$ cat config.mk
export PLATFORM = sky130hd
export DESIGN_NAME = seq_alu
export DESIGN_NICKNAME = d
export VERILOG_FILES = /design/src/rtl/seq_alu.sv
export SDC_FILE = /design/constraint.sdc
export NUM_CORES = 1
export LEC_CHECK = 0
export CAP_MARGIN = 20
export CORE_MARGIN = 2
export CORE_UTILIZATION = 58
export CTS_CLUSTER_SIZE = 30
export DETAILED_ROUTE_END_ITERATION = 16
export PLACE_DENSITY = 0.84
export SLEW_MARGIN = 25
export SYNTH_ARGS = -nofsm -noshare
export SYNTH_HDL_FRONTEND = slang
export SYNTH_SLANG_ARGS = --single-unit
$ cat constraint.sdc
create_clock -name clk -period 3.8 [get_ports clk]
set_input_delay 1.14 -clock clk [delete_from_list [all_inputs] [get_ports clk]]
set_output_delay 1.14 -clock clk [all_outputs]
set_load 0.005 [all_outputs]
$ cat src/rtl/seq_alu.sv
// seq_alu: multi-cycle ALU behind a valid/ready handshake with a shift-add multiplier.
// Define SEQ_ALU_DIV_EN to build the restoring divider for DIVU; otherwise DIVU is illegal.
module seq_alu #(
    parameter int unsigned WIDTH = 32,
    parameter int unsigned CNT_W = 6
) (
    input  logic             clk,
    input  logic             rst_n,
    input  logic             in_valid,
    output logic             in_ready,
    input  logic [3:0]       op,
    input  logic [WIDTH-1:0] a,
    input  logic [WIDTH-1:0] b,
    output logic             out_valid,
    input  logic             out_ready,
    output logic [WIDTH-1:0] result,
    output logic [WIDTH-1:0] result_hi,
    output logic             zero,
    output logic             overflow,
    output logic             err
);

    localparam logic [3:0] OP_AND  = 4'b0000;
    localparam logic [3:0] OP_OR   = 4'b0001;
    localparam logic [3:0] OP_ADD  = 4'b0010;
    localparam logic [3:0] OP_SUB  = 4'b0110;
    localparam logic [3:0] OP_SLT  = 4'b0111;
    localparam logic [3:0] OP_NOR  = 4'b1100;
    localparam logic [3:0] OP_MULU = 4'b1000;
`ifdef SEQ_ALU_DIV_EN
    localparam logic [3:0] OP_DIVU = 4'b1001;
`endif

    typedef enum logic [1:0] {
        IDLE,
        BUSY,
        DONE
    } state_e;

    state_e           state_q, state_d;
    logic [CNT_W-1:0] cnt_q, cnt_d;
    logic [WIDTH-1:0] mcand_q, mcand_d;
    logic [WIDTH-1:0] acc_hi_q, acc_hi_d;
    logic [WIDTH-1:0] acc_lo_q, acc_lo_d;
    logic [WIDTH-1:0] result_q, result_d;
    logic [WIDTH-1:0] result_hi_q, result_hi_d;
    logic             zero_q, zero_d;
    logic             overflow_q, overflow_d;
    logic             err_q, err_d;
`ifdef SEQ_ALU_DIV_EN
    logic             div_q, div_d;
    logic [WIDTH:0]   div_shift;
    logic             div_ge;
`endif

    logic             start_busy;
    logic [WIDTH-1:0] b_eff;
    logic [WIDTH:0]   add_full;
    logic             add_ovf;
    logic [WIDTH-1:0] alu_res;
    logic             alu_ovf;
    logic             alu_err;
    logic [WIDTH:0]   mul_sum;
    logic [WIDTH-1:0] step_hi;
    logic [WIDTH-1:0] step_lo;

`ifdef SEQ_ALU_DIV_EN
    assign start_busy = (op == OP_MULU) || ((op == OP_DIVU) && (b != '0));
`else
    assign start_busy = (op == OP_MULU);
`endif

    // op[2] is bnegate: SUB/SLT add ~b with carry-in 1
    always_comb begin
        b_eff    = op[2] ? ~b : b;
        add_full = {1'b0, a} + {1'b0, b_eff} + (WIDTH+1)'(op[2]);
        add_ovf  = (a[WIDTH-1] ^ b_eff[WIDTH-1] ^ add_full[WIDTH-1]) ^ add_full[WIDTH];
        alu_res  = '0;
        alu_ovf  = 1'b0;
        alu_err  = 1'b0;
        case (op)
            OP_AND:         alu_res = a & b;
            OP_OR:          alu_res = a | b;
            OP_ADD, OP_SUB: begin
                alu_res = add_full[WIDTH-1:0];
                alu_ovf = add_ovf;
            end
            OP_SLT:         alu_res = WIDTH'(add_full[WIDTH-1] ^ add_ovf);
            OP_NOR:         alu_res = ~(a | b);
            default:        alu_err = 1'b1;
        endcase
    end

    always_comb begin
        mul_sum = {1'b0, acc_hi_q} + (acc_lo_q[0] ? {1'b0, mcand_q} : '0);
        step_hi = mul_sum[WIDTH:1];
        step_lo = {mul_sum[0], acc_lo_q[WIDTH-1:1]};
`ifdef SEQ_ALU_DIV_EN
        // Restoring step: remainder in acc_hi, dividend shifts out of acc_lo as quotient bits shift in
        div_shift = {acc_hi_q, acc_lo_q[WIDTH-1]};
        div_ge    = div_shift >= {1'b0, mcand_q};
        if (div_q) begin
            step_hi = div_ge ? (div_shift[WIDTH-1:0] - mcand_q) : div_shift[WIDTH-1:0];
            step_lo = {acc_lo_q[WIDTH-2:0], div_ge};
        end
`endif
    end

    always_ff @(posedge clk or negedge rst_n) begin
        if (!rst_n) begin
            state_q     <= IDLE;
            cnt_q       <= '0;
            mcand_q     <= '0;
            acc_hi_q    <= '0;
            acc_lo_q    <= '0;
            result_q    <= '0;
            result_hi_q <= '0;
            zero_q      <= 1'b0;
            overflow_q  <= 1'b0;
            err_q       <= 1'b0;
`ifdef SEQ_ALU_DIV_EN
            div_q       <= 1'b0;
`endif
        end else begin
            state_q     <= state_d;
            cnt_q       <= cnt_d;
            mcand_q     <= mcand_d;
            acc_hi_q    <= acc_hi_d;
            acc_lo_q    <= acc_lo_d;
            result_q    <= result_d;
            result_hi_q <= result_hi_d;
            zero_q      <= zero_d;
            overflow_q  <= overflow_d;
            err_q       <= err_d;
`ifdef SEQ_ALU_DIV_EN
            div_q       <= div_d;
`endif
        end
    end

    always_comb begin
        state_d = state_q;
        unique case (state_q)
            IDLE:    if (in_valid) state_d = start_busy ? BUSY : DONE;
            BUSY:    if (cnt_q == CNT_W'(1)) state_d = DONE;
            DONE:    if (out_ready) state_d = IDLE;
            default: state_d = IDLE;
        endcase
    end

    always_comb begin
        cnt_d       = cnt_q;
        mcand_d     = mcand_q;
        acc_hi_d    = acc_hi_q;
        acc_lo_d    = acc_lo_q;
        result_d    = result_q;
        result_hi_d = result_hi_q;
        zero_d      = zero_q;
        overflow_d  = overflow_q;
        err_d       = err_q;
`ifdef SEQ_ALU_DIV_EN
        div_d       = div_q;
`endif
        unique case (state_q)
            IDLE: begin
                if (in_valid) begin
                    if (start_busy) begin
                        cnt_d    = CNT_W'(WIDTH);
                        acc_hi_d = '0;
                        mcand_d  = a;
                        acc_lo_d = b;
`ifdef SEQ_ALU_DIV_EN
                        div_d = (op == OP_DIVU);
                        if (op == OP_DIVU) begin
                            mcand_d  = b;
                            acc_lo_d = a;
                        end
`endif
                    end
`ifdef SEQ_ALU_DIV_EN
                    else if (op == OP_DIVU) begin
                        result_d    = '1;
                        result_hi_d = a;
                        zero_d      = 1'b0;
                        overflow_d  = 1'b0;
                        err_d       = 1'b1;
                    end
`endif
                    else begin
                        result_d    = alu_res;
                        result_hi_d = '0;
                        zero_d      = (alu_res == '0);
                        overflow_d  = alu_ovf;
                        err_d       = alu_err;
                    end
                end
            end
            BUSY: begin
                acc_hi_d = step_hi;
                acc_lo_d = step_lo;
                cnt_d    = cnt_q - CNT_W'(1);
                if (cnt_q == CNT_W'(1)) begin
                    result_d    = step_lo;
                    result_hi_d = step_hi;
                    zero_d      = ({step_hi, step_lo} == '0);
                    overflow_d  = 1'b0;
                    err_d       = 1'b0;
                end
            end
            default: ;
        endcase
    end

    assign in_ready  = (state_q == IDLE);
    assign out_valid = (state_q == DONE);
    assign result    = result_q;
    assign result_hi = result_hi_q;
    assign zero      = zero_q;
    assign overflow  = overflow_q;
    assign err       = err_q;

endmodule

=== Word level (Yosys, flattened, before mapping) ===
Index checks and enable logic that the tools add are counted.

* Register bits after elaboration: 171
* Output and inout bits: 69

* Add/sub/neg operators: 4
* Equality and inequality tests: 14
* Multiplexer cells: 38
* Bitwise operators: 8
* Reduce and logical (&&, ||, !) cells: 11

{| class="wikitable"
|+ Operators with widths
! cell !! number
|-
| 32-bit 2-to-1 mux || 12
|-
| 32-bit case mux with 2 select lines || 4
|-
| 32-bit case mux with 5 select lines || 1
|-
| 32-bit by 32-bit adder with 33-bit output || 2
|-
| 64-bit logical NOT || 1
|-
| 32-bit NOT || 2
|-
| 33-bit by 1-bit adder with 33-bit output || 1
|-
| 32-bit bitwise AND || 1
|-
| 32-bit logical NOT || 1
|-
| 32-bit bitwise OR || 1
|-
| 6-bit 2-to-1 mux || 2
|-
| 6-bit case mux with 2 select lines || 1
|-
| 1-bit 2-to-1 mux || 10
|-
| 3-bit AND reduction || 3
|-
| 4-bit by 3-bit equality test with 1-bit output (second input constant) || 2
|-
| 4-bit equality test (second input constant) || 2
|-
| 2-bit 2-to-1 mux || 4
|-
| 6-bit by 1-bit equality test with 1-bit output (second input constant) || 1
|-
| 2-bit inequality test (second input constant) || 3
|-
| 1-bit case mux with 2 select lines || 3
|-
| 2-bit case mux with 3 select lines || 1
|-
| 6-bit OR reduction || 1
|-
| 6-bit by 1-bit subtractor with 6-bit output (second input constant) || 1
|-
| 4-bit by 1-bit equality test with 1-bit output (second input constant) || 1
|-
| 10 further kinds || 14
|}

=== Logic depth before layout (Yosys ltp) ===
Gate-level depths: netlist of the first run.

* Depth in word-level cells: 12
* Gate-level depth with buffers: 17
* Gate-level depth less buffers: 14

=== Worst setup path after synthesis of the first run ===
No wires, ideal clock.

* Path type: in2reg
* Start: input op[2]
* End: register zero_q, in the netlist zero
* Data arrival time: 4.782 ns
* Setup slack: -1.048 ns
* Cell stages on the path: 16
* Path buffers: 3
* Path through: clkbuf_1 > clkbuf_1 > xor2_1 > fa_1 > a211oi_1 > o21a_1 > nor4_1 > or2_1 > buf_2 > a221oi_2 > or3b_1 > o211ai_1 > mux2i_1 > or3b_1 > nor4_1 > a221o_1

* Cells in the longest elaborated chain, start to end: 11
* Elaborated cells on any way between the ends: 22
* Classes of those cells: 2 x add/sub; 7 x eq/ne; 5 x mux; 4 x bitwise; 4 x reduce/logical

{| class="wikitable"
|+ Ends and longest elaborated chain
! item !! line !! source
|-
| from (decl) || 11 || <nowiki>input logic [3:0] op,</nowiki>
|-
| 32-bit 2-to-1 mux || 75 || <nowiki>b_eff = op[2] ? ~b : b;</nowiki>
|-
| 32-bit by 32-bit adder with 33-bit output || 76 || <nowiki>add_full = {1'b0, a} + {1'b0, b_eff} + (WIDTH+1)'(op[2]);</nowiki>
|-
| 33-bit by 1-bit adder with 33-bit output || 76 ||
|-
| 1-bit bitwise XOR (2 in a row) || 77 || <nowiki>add_ovf = (a[WIDTH-1] ^ b_eff[WIDTH-1] ^ add_full[WIDTH-1]) ^ add_full[WIDTH];</nowiki>
|-
| 1-bit bitwise XOR || 88 || <nowiki>OP_SLT: alu_res = WIDTH'(add_full[WIDTH-1] ^ add_ovf);</nowiki>
|-
| 32-bit case mux with 5 select lines || 81 || <nowiki>case (op)</nowiki>
|-
| 32-bit logical NOT || 192 || <nowiki>zero_d = (alu_res == '0);</nowiki>
|-
| 1-bit 2-to-1 mux || 167 || <nowiki>if (start_busy) begin</nowiki>
|-
| 1-bit 2-to-1 mux || 166 || <nowiki>if (in_valid) begin</nowiki>
|-
| 1-bit case mux with 2 select lines || 164 || <nowiki>unique case (state_q)</nowiki>
|-
| to (signal assigned) || 132 || <nowiki>zero_q <= zero_d;</nowiki>
|-
| to (decl) || 47 || <nowiki>logic zero_q, zero_d;</nowiki>
|}

Parallel ways exist; a longest one is shown, timed or not. The select of a mux whose other input is x is not followed.
A chain may end at the register's enable or synchronous reset.

=== Worst setup path in the final report of the first run ===
Same ends and word-level chain as after synthesis.

==> results.toml, run 1 <==
[floorplanning]
dieArea_um2 = 22900
initial_utilization_pct = 59.6
die_w_um = 151
rows = 53
coreArea_um2 = 21200
ios = 141
die-height_um = 151

[critical_path]
cp_cell_sequence = "buf_12, buf_12, xor2_2, ha_1, buf_4, and4_1, nor3b_2, buf_4, nand4_1, a31oi_2, o31ai_2, or4_4, nor4b_4, and4_1, nand4_1, nor4_1, a221o_1"
worst-setup-path-type = "input pin to register"
start_kind = "input pin"
required_ps = 4170
cp-end-kind = "register"
critical_path_arrival_ps = 4680
crit_path_top_delay_cell = "or4_4"
cp_slowest_stage_delay_ps = 440
cp_max_fo = 8
cp_top_family = "simple AND/OR/NAND/NOR gates"
crit_buf_inv = 4

[sta]
clock.fmax_mhz = 232
fin_ws_ps = -507
post-route-period-util_pct = 113
rsz0062_at_grt = "true"
final_max_slew_viol_count = 0
tns_ps = -2330
worstMarginPinSlew_ps = 913
finalCriticalPeriod_ps = 4310
hold_viol = 0
slew_headroom_pct = 39.0
finalSetupViolations = 17
finalClockSkew_ps = 10.6

[route]
drcViolationCount = 0
routedWlPerCell_um = 21.5
ant_nets = 0
via_per_inst = 6.44
drt-pass1-iter-count = 8
vias = 14800
totalWireLength_um = 49600
drt_iter0_drc = 1610

[power_and_ir_drop]
switchingPower_mw = 3.75
switching_share_pct = 40.2
ir_drop_v = 0.000368
pwr-share-seq_pct = 30.7
p_leak_nw = 8.84
clockPowerShare_pct = 19.7
powerDensity_nw_per_um2 = 510
power_mw = 9.33
internal_power_mw = 5.58
combPwrFrac_pct = 49.7

[clock_network]
cts.htree.levels = 4
numCtsBuffers = 17
clock_sinks = 171
cts_tree = "built"
clkTransAtPathRegs_ps = 70
clk_path_buf_depth = 2
clock_tree.root_cell = "clkbuf_16"
clk_latency_ps = 430

[yosys]
ys_async_sr_fraction_pct = 100
synth_flop_cell = "dfrtp_1"
ys_warn_count = 0
synth_seq_cells = 171
synth.cell_area_um2 = 12600
seq_area_frac_synth_pct = 34.0
syn-num-nets = 1720
synthCells = 1581
yosysUniqueCellTypes = 74
synth_enable_flop_cells = 0
avgSynthCellArea_um2 = 7.97

[run_status]
status = "complete, but fails checks"
violations = "setup timing"

[global_routing]
grt_max_degree = 82
grt_pass1_vias = 14000
grt-ovfl-total = 0
grtUsageTotal_pct = 41.2
grt_pass1_wl_um = 73100
antenna_found_initial = 2

[cells_and_area]
postLayoutCoreUtil_pct = 86.4
drive_gt1_share_pct = 26.1
fin_nets = 2157
areaGrowthSynthToFinish_pct = 45.1

[worst_hold_path]
hp-class = "register to register"

[placement]
place_congestion = 0.973
port_buffers = 140
hpwl_um = 34900

[flow_run]
drv_cap = 0
worst reg2reg max path: stages, from the launching register on:
cell	delay, ps
dfrtp_1	400
buf_4	150
buf_4	150
and2_1	160
ha_1	330
a2111o_1	410
o2111a_1	150
o21ai_0	90
buf_4	150
nand2b_1	100
a41oi_1	260
buf_4	180
nor3_1	60
nor3_1	280
xnor2_1	170
nand4b_1	250
a2111oi_2	420
buf_4	190
a221o_1	140
cells in the final DEF, fill, tap and decap left out, types with 17 or more instances in the layout:
cell type        Yosys  final
buf_4                3    354
nand2_1            330    327
dfrtp_1            171    171
clkdlybuf4s50_1      0    109
o21ai_0            121    106
a21oi_1            105     93
nor2_1              93     90
ha_1                65     57
a21o_1              53     52
nor3_1              50     48
xor2_1              51     43
and2_1              41     40
xnor2_1             28     26
inv_1               25     24
o31ai_1             24     23
buf_6                2     23
and3_1              22     22
nand3_1             24     20
a31oi_1             24     19
nand2b_1            19     18
clkbuf_16            0     17
through the flow:
stage                     std cells  hold slack, ps  area, µm²  setup WS, ps
after floorplan                1581             437      12700          -511
after global placement         2229             450      16600         -1310
after detailed placement       2229             455      16600         -1370
after CTS                      2289             471      17600          -307
after global routing           2306             488      18300          -548
final                          2307             472      18300          -507
power groups by stage:
stage          Sequential, mW  Combinational [mW]  Clock [mW]
3_3_place_gp             2.80                3.96           0
5_1_grt                  2.90                4.95        1.91
2_1_floorplan            2.69                2.21           0
6_report                 2.86                4.63        1.84
4_1_cts                  2.82                4.29        1.83
3_5_place_dp             2.83                4.10           0
cell usage after synthesis, drive strengths merged (14+ instances only):
master / n / area share (%)
nand2: 330 / 9.8
dfrtp: 171 / 34
o21ai: 123 / 4.9
a21oi: 105 / 4.2
nor2: 93 / 2.8
clkbuf: 92 / 2.7
ha: 65 / 6.5
a21o: 53 / 3.2
xor2: 51 / 3.5
nor3: 50 / 2.0
and2: 42 / 2.1
xnor2: 28 / 1.9
inv: 25 / 0.74
a31oi: 24 / 1.2
nand3: 24 / 0.95
o31ai: 24 / 1.4
nor4: 23 / 1.1
a211oi: 22 / 1.3
and3: 22 / 1.1
nand2b: 19 / 0.94
mux2i: 15 / 1.2
a221oi: 14 / 1.2
layout make-up:
type	count	area, µm²
Clock inverter	14	184
Fill cell	1151	2870
Multi-Input combinational cell	1283	8530
Inverter	25	93.8
Clock buffer	17	425
Tap cell	275	344
Antenna cell	2	5.00
Sequential cell	171	4280
Timing Repair Buffer	520	4420
registers in the layout, indices dropped and copies added, names as in the netlist:
name       cells
acc_lo_q      32
result        32
cnt_q          6
acc_hi_q      32
zero           1
mcand_q       32
overflow       1
state_q        2
err            1
result_hi     32
per-layer routing:
layer / vias up / global-route usage, % / part of all wire [%] / wire length [µm]
met1: 7084 / 52.7 / 37 / 18500
met3: 245 / 7.20 / 10 / 4960
met2: 972 / 68.1 / 47 / 23200
met5: - / 0 / 0 / 0
li1: 6548 / - / - / -
met4: 0 / 19.3 / 5.9 / 2930
cell families after synthesis:
logic type / synth area share [%]
buf+inv: 4.03
compound gates: 23.5
fa+ha+maj: 7.17
xor+xnor: 5.49
mux: 1.46
flops: 34.0
simple gates: 24.4
worst paths after layout:
check	end	from	slack, ps	depth (start not counted)
worst max-delay path	zero$_DFFE_PN0P_	op[2]	-510	17
worst min-delay path	mcand_q[26]$_DFFE_PN0P_	mcand_q[26]$_DFFE_PN0P_	470	2
worst max register to register	zero$_DFFE_PN0P_	acc_lo_q[0]$_DFFE_PN0P_	-300	18
worst min register to register	mcand_q[26]$_DFFE_PN0P_	mcand_q[26]$_DFFE_PN0P_	470	2
max in group asynchronous	mcand_q[26]$_DFFE_PN0P_	rst_n	2310	2
min in group asynchronous	result_hi[5]$_DFFE_PN0P_	rst_n	740	1
repair_timing:
action / 4_1_cts / 5_1_grt
pin swaps: 50 / 79
endpoints found under the hold margin: 0 / 0
hold buffers: 0 / 0
buffers inserted: 30 / 16
gates cloned: 0 / 0
setup endpoints to repair: 21 / 23
resized for setup: 78 / 107
(Power assumes the default switching activity.)
==> run 2, diff against run 1 <==
--- a/config.mk
+++ b/config.mk
@@ -11,7 +11,6 @@
 export CTS_CLUSTER_SIZE = 30
 export DETAILED_ROUTE_END_ITERATION = 16
 export PLACE_DENSITY = 0.84
-export SLEW_MARGIN = 25
 export SYNTH_ARGS = -nofsm -noshare
 export SYNTH_HDL_FRONTEND = slang
 export SYNTH_SLANG_ARGS = --single-unit
==> results of run 2 <==
No change in the layout: final DEF, timing and power equal those of run 1.
